[src/rtl/mem_access_controller_pkg.sv]
// Shared definitions for the memory access controller.
// Holds the data-length encodings, the FSM state encoding, the byte-count
// constants, and helpers for alignment checks, write-data alignment and read
// extension.
package mem_pkg;

  typedef enum logic [1:0] {
    DL_BYTE = 2'b00,
    DL_HALF = 2'b01,
    DL_WORD = 2'b10,
    DL_ILL  = 2'b11
  } dl_e;

  typedef enum logic [1:0] {
    S_IDLE   = 2'd0,
    S_ACCESS = 2'd1,
    S_DONE   = 2'd2
  } state_e;

  localparam int BYTES_BYTE = 1;
  localparam int BYTES_HALF = 2;
  localparam int BYTES_WORD = 4;

  // Value the byte counter holds when the final byte is transferred.
  function automatic logic [1:0] last_index(input dl_e dl);
    logic [1:0] idx;
    idx = 2'(BYTES_BYTE - 1);
    case (dl)
      DL_HALF: idx = 2'(BYTES_HALF - 1);
      DL_WORD: idx = 2'(BYTES_WORD - 1);
      default: idx = 2'(BYTES_BYTE - 1);
    endcase
    return idx;
  endfunction

  // Illegal length, or a halfword or word that is not naturally aligned.
  function automatic logic access_fault(input dl_e dl, input logic [1:0] lsb);
    logic f;
    f = 1'b0;
    case (dl)
      DL_ILL:  f = 1'b1;
      DL_HALF: f = lsb[0];
      DL_WORD: f = |lsb;
      default: f = 1'b0;
    endcase
    return f;
  endfunction

  // Move the N-byte write payload to the top of a shift register so bytes
  // come out of [31:24] most-significant first.
  function automatic logic [31:0] align_write(input logic [31:0] data, input dl_e dl);
    logic [31:0] r;
    r = data;
    case (dl)
      DL_BYTE: r = {data[7:0], 24'h0};
      DL_HALF: r = {data[15:0], 16'h0};
      default: r = data;
    endcase
    return r;
  endfunction

  // Zero- or sign-extend an assembled N-byte read value.
  function automatic logic [31:0] extend_read(input logic [31:0] raw, input dl_e dl,
                                              input logic sig);
    logic [31:0] r;
    r = raw;
    case (dl)
      DL_BYTE: r = {{24{sig & raw[7]}}, raw[7:0]};
      DL_HALF: r = {{16{sig & raw[15]}}, raw[15:0]};
      default: r = raw;
    endcase
    return r;
  endfunction

endpackage

[src/rtl/mem_access_controller_if.sv]
// Request/response and preload bus for the memory access controller.
// master: requester side (drives MOV, RW, SIG, DL, address, data_in and the
//         preload strobe, address and byte).
// slave : controller side (drives data_out, MOC, fault, busy).
interface mem_access_controller_if #(
  parameter int ADDR_W = 9
) ();
  logic              MOV;
  logic              RW;
  logic              SIG;
  logic [1:0]        DL;
  logic [ADDR_W-1:0] address;
  logic [31:0]       data_in;
  logic              pl_we;
  logic [ADDR_W-1:0] pl_addr;
  logic [7:0]        pl_data;
  logic [31:0]       data_out;
  logic              MOC;
  logic              fault;
  logic              busy;

  modport master (
    output MOV, RW, SIG, DL, address, data_in, pl_we, pl_addr, pl_data,
    input  data_out, MOC, fault, busy
  );

  modport slave (
    input  MOV, RW, SIG, DL, address, data_in, pl_we, pl_addr, pl_data,
    output data_out, MOC, fault, busy
  );
endinterface

[src/rtl/mem_access_controller_byte_ram.sv]
// byte_ram: 2**ADDR_W x 8 storage with one synchronous write port and one
// asynchronous read port. The contents are not reset.
// Ports: clk, we, waddr, wdata (write side); raddr, rdata (read side).
module byte_ram #(
  parameter int ADDR_W = 9
) (
  input  logic              clk,
  input  logic              we,
  input  logic [ADDR_W-1:0] waddr,
  input  logic [7:0]        wdata,
  input  logic [ADDR_W-1:0] raddr,
  output logic [7:0]        rdata
);
  logic [7:0] mem [0:(1<<ADDR_W)-1];

  always_ff @(posedge clk) begin
    if (we) mem[waddr] <= wdata;
  end

  assign rdata = mem[raddr];
endmodule

[src/rtl/mem_access_controller.sv]
// Byte-serial memory access controller.
// A request is latched in IDLE. The controller then moves one byte per cycle,
// big-endian, between the byte RAM and the request, and finishes with a
// four-phase MOV/MOC handshake. Preload writes go to the RAM only while IDLE.
// Ports: main_clk, reset (async, active-low), bus (slave modport: request,
//        preload, data_out, MOC, fault, busy).
//
// state    | meaning
// S_IDLE   | waiting; preload accepted; MOV starts a request
// S_ACCESS | one byte per cycle at address + count
// S_DONE   | MOC held (one cycle after entry) until MOV drops
module mem_access_controller
  import mem_pkg::*;
#(
  parameter int ADDR_W = 9
) (
  input logic                   main_clk,
  input logic                   reset,
  mem_access_controller_if.slave bus
);
  state_e            state, state_nxt;
  logic [1:0]        cnt;
  logic              rw_q, sig_q, fault_q;
  dl_e               dl_q;
  logic [ADDR_W-1:0] addr_q;
  logic [31:0]       wr_sh;
  logic [23:0]       rd_acc;
  logic [31:0]       data_out_q;
  logic              moc_q, fault_out_q;

  logic              in_idle, start, xfer, req_fault, last_byte;
  logic [1:0]        last_idx;
  logic [ADDR_W-1:0] ram_addr;
  logic              ram_we;
  logic [7:0]        ram_wdata, ram_rdata;

  assign in_idle   = (state == S_IDLE);
  assign start     = in_idle && bus.MOV && !bus.pl_we;
  assign req_fault = access_fault(dl_e'(bus.DL), bus.address[1:0]);
  assign xfer      = (state == S_ACCESS) && bus.MOV;
  assign last_idx  = last_index(dl_q);
  assign last_byte = (cnt == last_idx);

  // The preload path owns the RAM in IDLE; the FSM owns it otherwise.
  assign ram_addr  = in_idle ? bus.pl_addr : addr_q + ADDR_W'(cnt);
  assign ram_we    = (in_idle && bus.pl_we) || (xfer && !rw_q);
  assign ram_wdata = in_idle ? bus.pl_data : wr_sh[31:24];

  byte_ram #(.ADDR_W(ADDR_W)) u_ram (
    .clk   (main_clk),
    .we    (ram_we),
    .waddr (ram_addr),
    .wdata (ram_wdata),
    .raddr (ram_addr),
    .rdata (ram_rdata)
  );

  always_comb begin
    state_nxt = state;
    case (state)
      S_IDLE: begin
        if (start) state_nxt = req_fault ? S_DONE : S_ACCESS;
      end
      S_ACCESS: begin
        if (!bus.MOV)      state_nxt = S_IDLE;
        else if (last_byte) state_nxt = S_DONE;
      end
      S_DONE: begin
        if (!bus.MOV) state_nxt = S_IDLE;
      end
      default: state_nxt = S_IDLE;
    endcase
  end

  always_ff @(posedge main_clk or negedge reset) begin
    if (!reset) begin
      state       <= S_IDLE;
      cnt         <= 2'd0;
      rw_q        <= 1'b0;
      sig_q       <= 1'b0;
      fault_q     <= 1'b0;
      dl_q        <= DL_BYTE;
      addr_q      <= '0;
      wr_sh       <= 32'h0;
      rd_acc      <= 24'h0;
      data_out_q  <= 32'h0;
      moc_q       <= 1'b0;
      fault_out_q <= 1'b0;
    end else begin
      state <= state_nxt;
      // MOC/fault are registered: they rise one edge after DONE is entered
      // and fall on the same edge that takes the FSM back to IDLE.
      moc_q       <= (state == S_DONE) && bus.MOV;
      fault_out_q <= (state == S_DONE) && bus.MOV && fault_q;
      if (start) begin
        rw_q    <= bus.RW;
        sig_q   <= bus.SIG;
        dl_q    <= dl_e'(bus.DL);
        addr_q  <= bus.address;
        fault_q <= req_fault;
        wr_sh   <= align_write(bus.data_in, dl_e'(bus.DL));
        rd_acc  <= 24'h0;
        cnt     <= 2'd0;
      end else if (xfer) begin
        cnt    <= cnt + 2'd1;
        wr_sh  <= {wr_sh[23:0], 8'h00};
        rd_acc <= {rd_acc[15:0], ram_rdata};
        // data_out only changes when a read completes, so an aborted or
        // faulted access leaves the previous result visible.
        if (rw_q && last_byte)
          data_out_q <= extend_read({rd_acc, ram_rdata}, dl_q, sig_q);
      end
    end
  end

  assign bus.data_out = data_out_q;
  assign bus.MOC      = moc_q;
  assign bus.fault    = fault_out_q;
  assign bus.busy     = !in_idle;
endmodule
[src/flat_wrapper.sv]
// flat-port wrapper written by rule: the top's interface ports become plain ports
module mem_access_controller_flat import mem_pkg::*;
#(
  parameter int ADDR_W = 9
)
  (main_clk, reset, bus_MOV, bus_RW, bus_SIG, bus_DL, bus_address, bus_data_in, bus_pl_we, bus_pl_addr, bus_pl_data, bus_data_out, bus_MOC, bus_fault, bus_busy);
  mem_access_controller_if #(.ADDR_W(ADDR_W)) bus_i ();
  input logic main_clk;
  input logic reset;
  input wire logic [$bits(bus_i.MOV)-1:0] bus_MOV;
  input wire logic [$bits(bus_i.RW)-1:0] bus_RW;
  input wire logic [$bits(bus_i.SIG)-1:0] bus_SIG;
  input wire logic [$bits(bus_i.DL)-1:0] bus_DL;
  input wire logic [$bits(bus_i.address)-1:0] bus_address;
  input wire logic [$bits(bus_i.data_in)-1:0] bus_data_in;
  input wire logic [$bits(bus_i.pl_we)-1:0] bus_pl_we;
  input wire logic [$bits(bus_i.pl_addr)-1:0] bus_pl_addr;
  input wire logic [$bits(bus_i.pl_data)-1:0] bus_pl_data;
  output wire logic [$bits(bus_i.data_out)-1:0] bus_data_out;
  output wire logic [$bits(bus_i.MOC)-1:0] bus_MOC;
  output wire logic [$bits(bus_i.fault)-1:0] bus_fault;
  output wire logic [$bits(bus_i.busy)-1:0] bus_busy;
  assign bus_i.MOV = bus_MOV;
  assign bus_i.RW = bus_RW;
  assign bus_i.SIG = bus_SIG;
  assign bus_i.DL = bus_DL;
  assign bus_i.address = bus_address;
  assign bus_i.data_in = bus_data_in;
  assign bus_i.pl_we = bus_pl_we;
  assign bus_i.pl_addr = bus_pl_addr;
  assign bus_i.pl_data = bus_pl_data;
  assign bus_data_out = bus_i.data_out;
  assign bus_MOC = bus_i.MOC;
  assign bus_fault = bus_i.fault;
  assign bus_busy = bus_i.busy;
  mem_access_controller #(.ADDR_W(ADDR_W)) u_core (.main_clk(main_clk), .reset(reset), .bus(bus_i));
endmodule
[config.mk]
export PLATFORM = sky130hd
export DESIGN_NAME = mem_access_controller_flat
export DESIGN_NICKNAME = d
export VERILOG_FILES = /design/src/rtl/mem_access_controller_pkg.sv /design/src/rtl/mem_access_controller_if.sv /design/src/rtl/mem_access_controller_byte_ram.sv /design/src/rtl/mem_access_controller.sv /design/src/flat_wrapper.sv
export SDC_FILE = /design/constraint.sdc
export NUM_CORES = 2
export LEC_CHECK = 0
export BUFFER_PORTS_ARGS = -buffer_cell sky130_fd_sc_hd__buf_2
export CORE_UTILIZATION = 57
export CTS_CLUSTER_DIAMETER = 80
export DETAILED_ROUTE_END_ITERATION = 16
export PLACE_DENSITY = 0.79
export SKIP_CTS_REPAIR_TIMING = 1
export SLEW_MARGIN = 25
export SYNTH_ARGS = -nofsm -noshare
export SYNTH_HDL_FRONTEND = slang
export SYNTH_HIERARCHICAL = 1
export SYNTH_SLANG_ARGS = --single-unit
[constraint.sdc]
create_clock -name main_clk -period 9.2 [get_ports main_clk]
set_input_delay 0.92 -clock main_clk [delete_from_list [all_inputs] [get_ports main_clk]]
set_output_delay 0.92 -clock main_clk [all_outputs]
set_load 0.005 [all_outputs]
==> qor.csv <==
metric,value,unit
status,finished clean,
clock-skew-final,96.1,ps
fmax,0.140,GHz
wirelength,420000,um
rsz0062_at_grt,false,
cp_data_arrival_time,8010,ps
synth_most_common_cell,edfxtp_1,
holdWs,9.73,ps
synthArstFlopShare,2.57,%
syn_avg_cell_area,19.3,um2
synth_top_cell_by_area,edfxtp_1,
wl_met2,198000,um
yosysUniqueCellTypes,67,
worstRegToRegCells,15,
power_frac_comb,25.2,%
grtUsageTotal,28.5,%
firstDrtPassIters,8,
tightest_slew,1210,ps
dieWidth,540,um
post-dp-hpwl,243000,um
grt_antenna_before_repair,29,
nNetsFinal,8758,
synth_area_leaders,"edfxtp_1 75%, mux4_2 8.9%, mux2i_1 4.9%, o221ai_1 2.0%, dfrtp_1 1.6%",
r2r_slack,2080,ps
synthCells,8559,
post-route-period-util,77.4,%
wl_per_cell,32.7,um
wl_met1,146000,um
ys_top_cells_by_count,"4096 x edfxtp_1, 813 x mux2i_1, 654 x mux4_2",
r2r_end,u_core/bus.data_out[31],
area_delta_synth_final,10.5,%
avgViaCountPerCell,6.94,
port_buffers,100,
yosysSeqAreaShare,76.2,%
multi_input_area,36500,um2
p_leak,58.0,nW
dr_wl_met3,54700,um
via_count,88900,
cts_tree,yes,
routed.top_layer,met5,
grt_pass1_vias,88200,
drc,0,
cp-startpoint,u_core/state[0],
rr_startpoint,u_core/state[0],
final.setup.tns,0,ps
fp.dieH,540,um
grt_pass1_wl,608000,um
antenna_left,0,
clockPowerShare,30.8,%
overflow,0,
drive_gt1_share,17.2,%
seq_area,126000,um2
worst_ep_required_time,10090,ps
worst_slack,2080,ps
slew_headroom,18.2,%
grt_max_degree,240,
fill_cells,18200,
maxCapViolations,0,
synth_top_area_share,74.5,%
internal_power,36.5,mW
ys_ff_latch,4204,
start_kind,flop,
setup_viol,0,
syn_area,165000,um2
crit_end,u_core/bus.data_out[31],
row_count,197,
cts.clk_slew.worst_paths,60,ps
gp_congestion,0.948,
syn-num-nets,8631,
final_max_slew_viol_count,0,
synthFlopType,edfxtp_1,
cts_made_buffers,405,
crit_fanout,39,
core,288000,um2
power.density,290,nW/um2
synth_edf_count,4096,
ir_worst_vdd,261,uV
io_pins,101,
hold_viol,0,
pwr-share-seq,43.9,%
insertion_delay,1020,ps
post-route-min-period,7120,ps
cts.htree.levels,5,
initial_core_util,57.3,%
clock-sinks,4204,
setup.worst_path.end_class,flop,
ys_warn_count,6,
clockRootBuffer,clkbuf_16,
drt_iter0_markers,13600,
cts_buffer_depth,4,
place_ws,2480,ps
critical_path_class,reg2reg,
switchingPower,16.4,mW
min_path_type,in2async,
netSwitchingFraction,31.1,%
dieArea,292000,um2
## critical path, stage by stage (launching register included)
cell and delay [ps]:
dfrtp_1 440, nor2_1 80, inv_1 700, nand2_1 220
nand2_4 680, buf_4 410, buf_4 430, mux4_2 330
nor3_1 60, nor4_1 810, o311ai_0 400, nor4_1 830
o2111a_1 630, a22o_1 590, a22o_1 240, mux2_2 150
## layer usage
| layer | global-route usage (%) | vias up |
|---|---|---|
| li1 | - | 35600 |
| met1 | 37.9 | 45400 |
| met2 | 44.7 | 6737 |
| met3 | 7.21 | 1209 |
| met4 | 13.0 | 40 |
| met5 | 0 | - |
## flip-flops by register name, indices dropped and copies added, names as in the netlist
name,cells
u_core/addr_q,9
u_core/bus.MOC,1
u_core/bus.data_out,32
u_core/bus.fault,1
u_core/cnt,2
u_core/dl_q,2
u_core/fault_q,1
u_core/rd_acc,24
u_core/rw_q,1
u_core/sig_q,1
u_core/state,2
u_core/u_ram/mem,4096
u_core/wr_sh,32
## cell usage in the layout, fill, tap and decap left out, types with 61 or more instances in the layout
master,instances
edfxtp_1,4096
mux2i_1,813
mux4_2,654
nor2_1,606
clkbuf_16,409
o221ai_1,371
a21oi_1,238
nand2_1,233
o22ai_1,164
buf_4,134
o21ai_0,125
dfrtp_1,108
nor3_1,106
clkinv_1,104
buf_2,99
clkbuf_1,86
clkinv_2,67
a22oi_1,61
## how the worst min path moves through the flow
stage | start | endpoint | slack, ps
after floorplan | u_core/fault_q | u_core/fault_q | 440
after global placement | u_core/fault_q | u_core/fault_q | 450
after detailed placement | u_core/bus.data_out[28] | u_core/bus.data_out[28] | 470
after CTS | reset | u_core/wr_sh[20] | -30
after global routing | reset | u_core/wr_sh[20] | 40
final | reset | u_core/bus.data_out[28] | 10
## per-stage QoR
step / utilization [%] / cell area, um2 / std cells / total power [mW]
floorplan: - / 165000 / 8559 / 33.2
global placement: 58.7 / 169000 / 12100 / 36.1
detailed placement: 58.8 / 169000 / 12100 / 36.5
CTS: 63.3 / 182000 / 12800 / 52.7
global route: 63.3 / 182000 / 12800 / 54.1
finish: 63.4 / 182000 / 12800 / 52.9
## area by class of cell
type | instances | area share, %
antenna | 9 | 0.0123
clock inverter | 246 | 1.30
timing repair buffer | 276 | 1.30
sequential | 4204 | 68.9
inverter | 22 | 0.0494
tap | 3781 | 2.59
clock buffer | 501 | 5.83
multi-input combinational | 3777 | 20.0
## power groups by stage
stage / logic, mW / registers [mW] / clock network [mW]
floorplan: 8.28 / 24.9 / 0
global placement: 12.5 / 23.6 / 0
detailed placement: 12.8 / 23.7 / 0
CTS: 13.0 / 23.3 / 16.4
global route: 13.7 / 23.3 / 17.1
finish: 13.3 / 23.3 / 16.3
## logic make-up (layout without fill, tap and decap cells)
logic type,Yosys count,after routing,share of synthesized area [%]
compound gates,1111,1111,4.73
xor+xnor,5,5,0.0265
buf+inv,578,1045,1.96
other cells,0,9,0
flops,4204,4204,76.2
simple gates,1164,1164,3.03
mux,1491,1491,14.0
fa+ha+maj,6,6,0.0500
No activity file was read; power rests on OpenSTA's default activity.
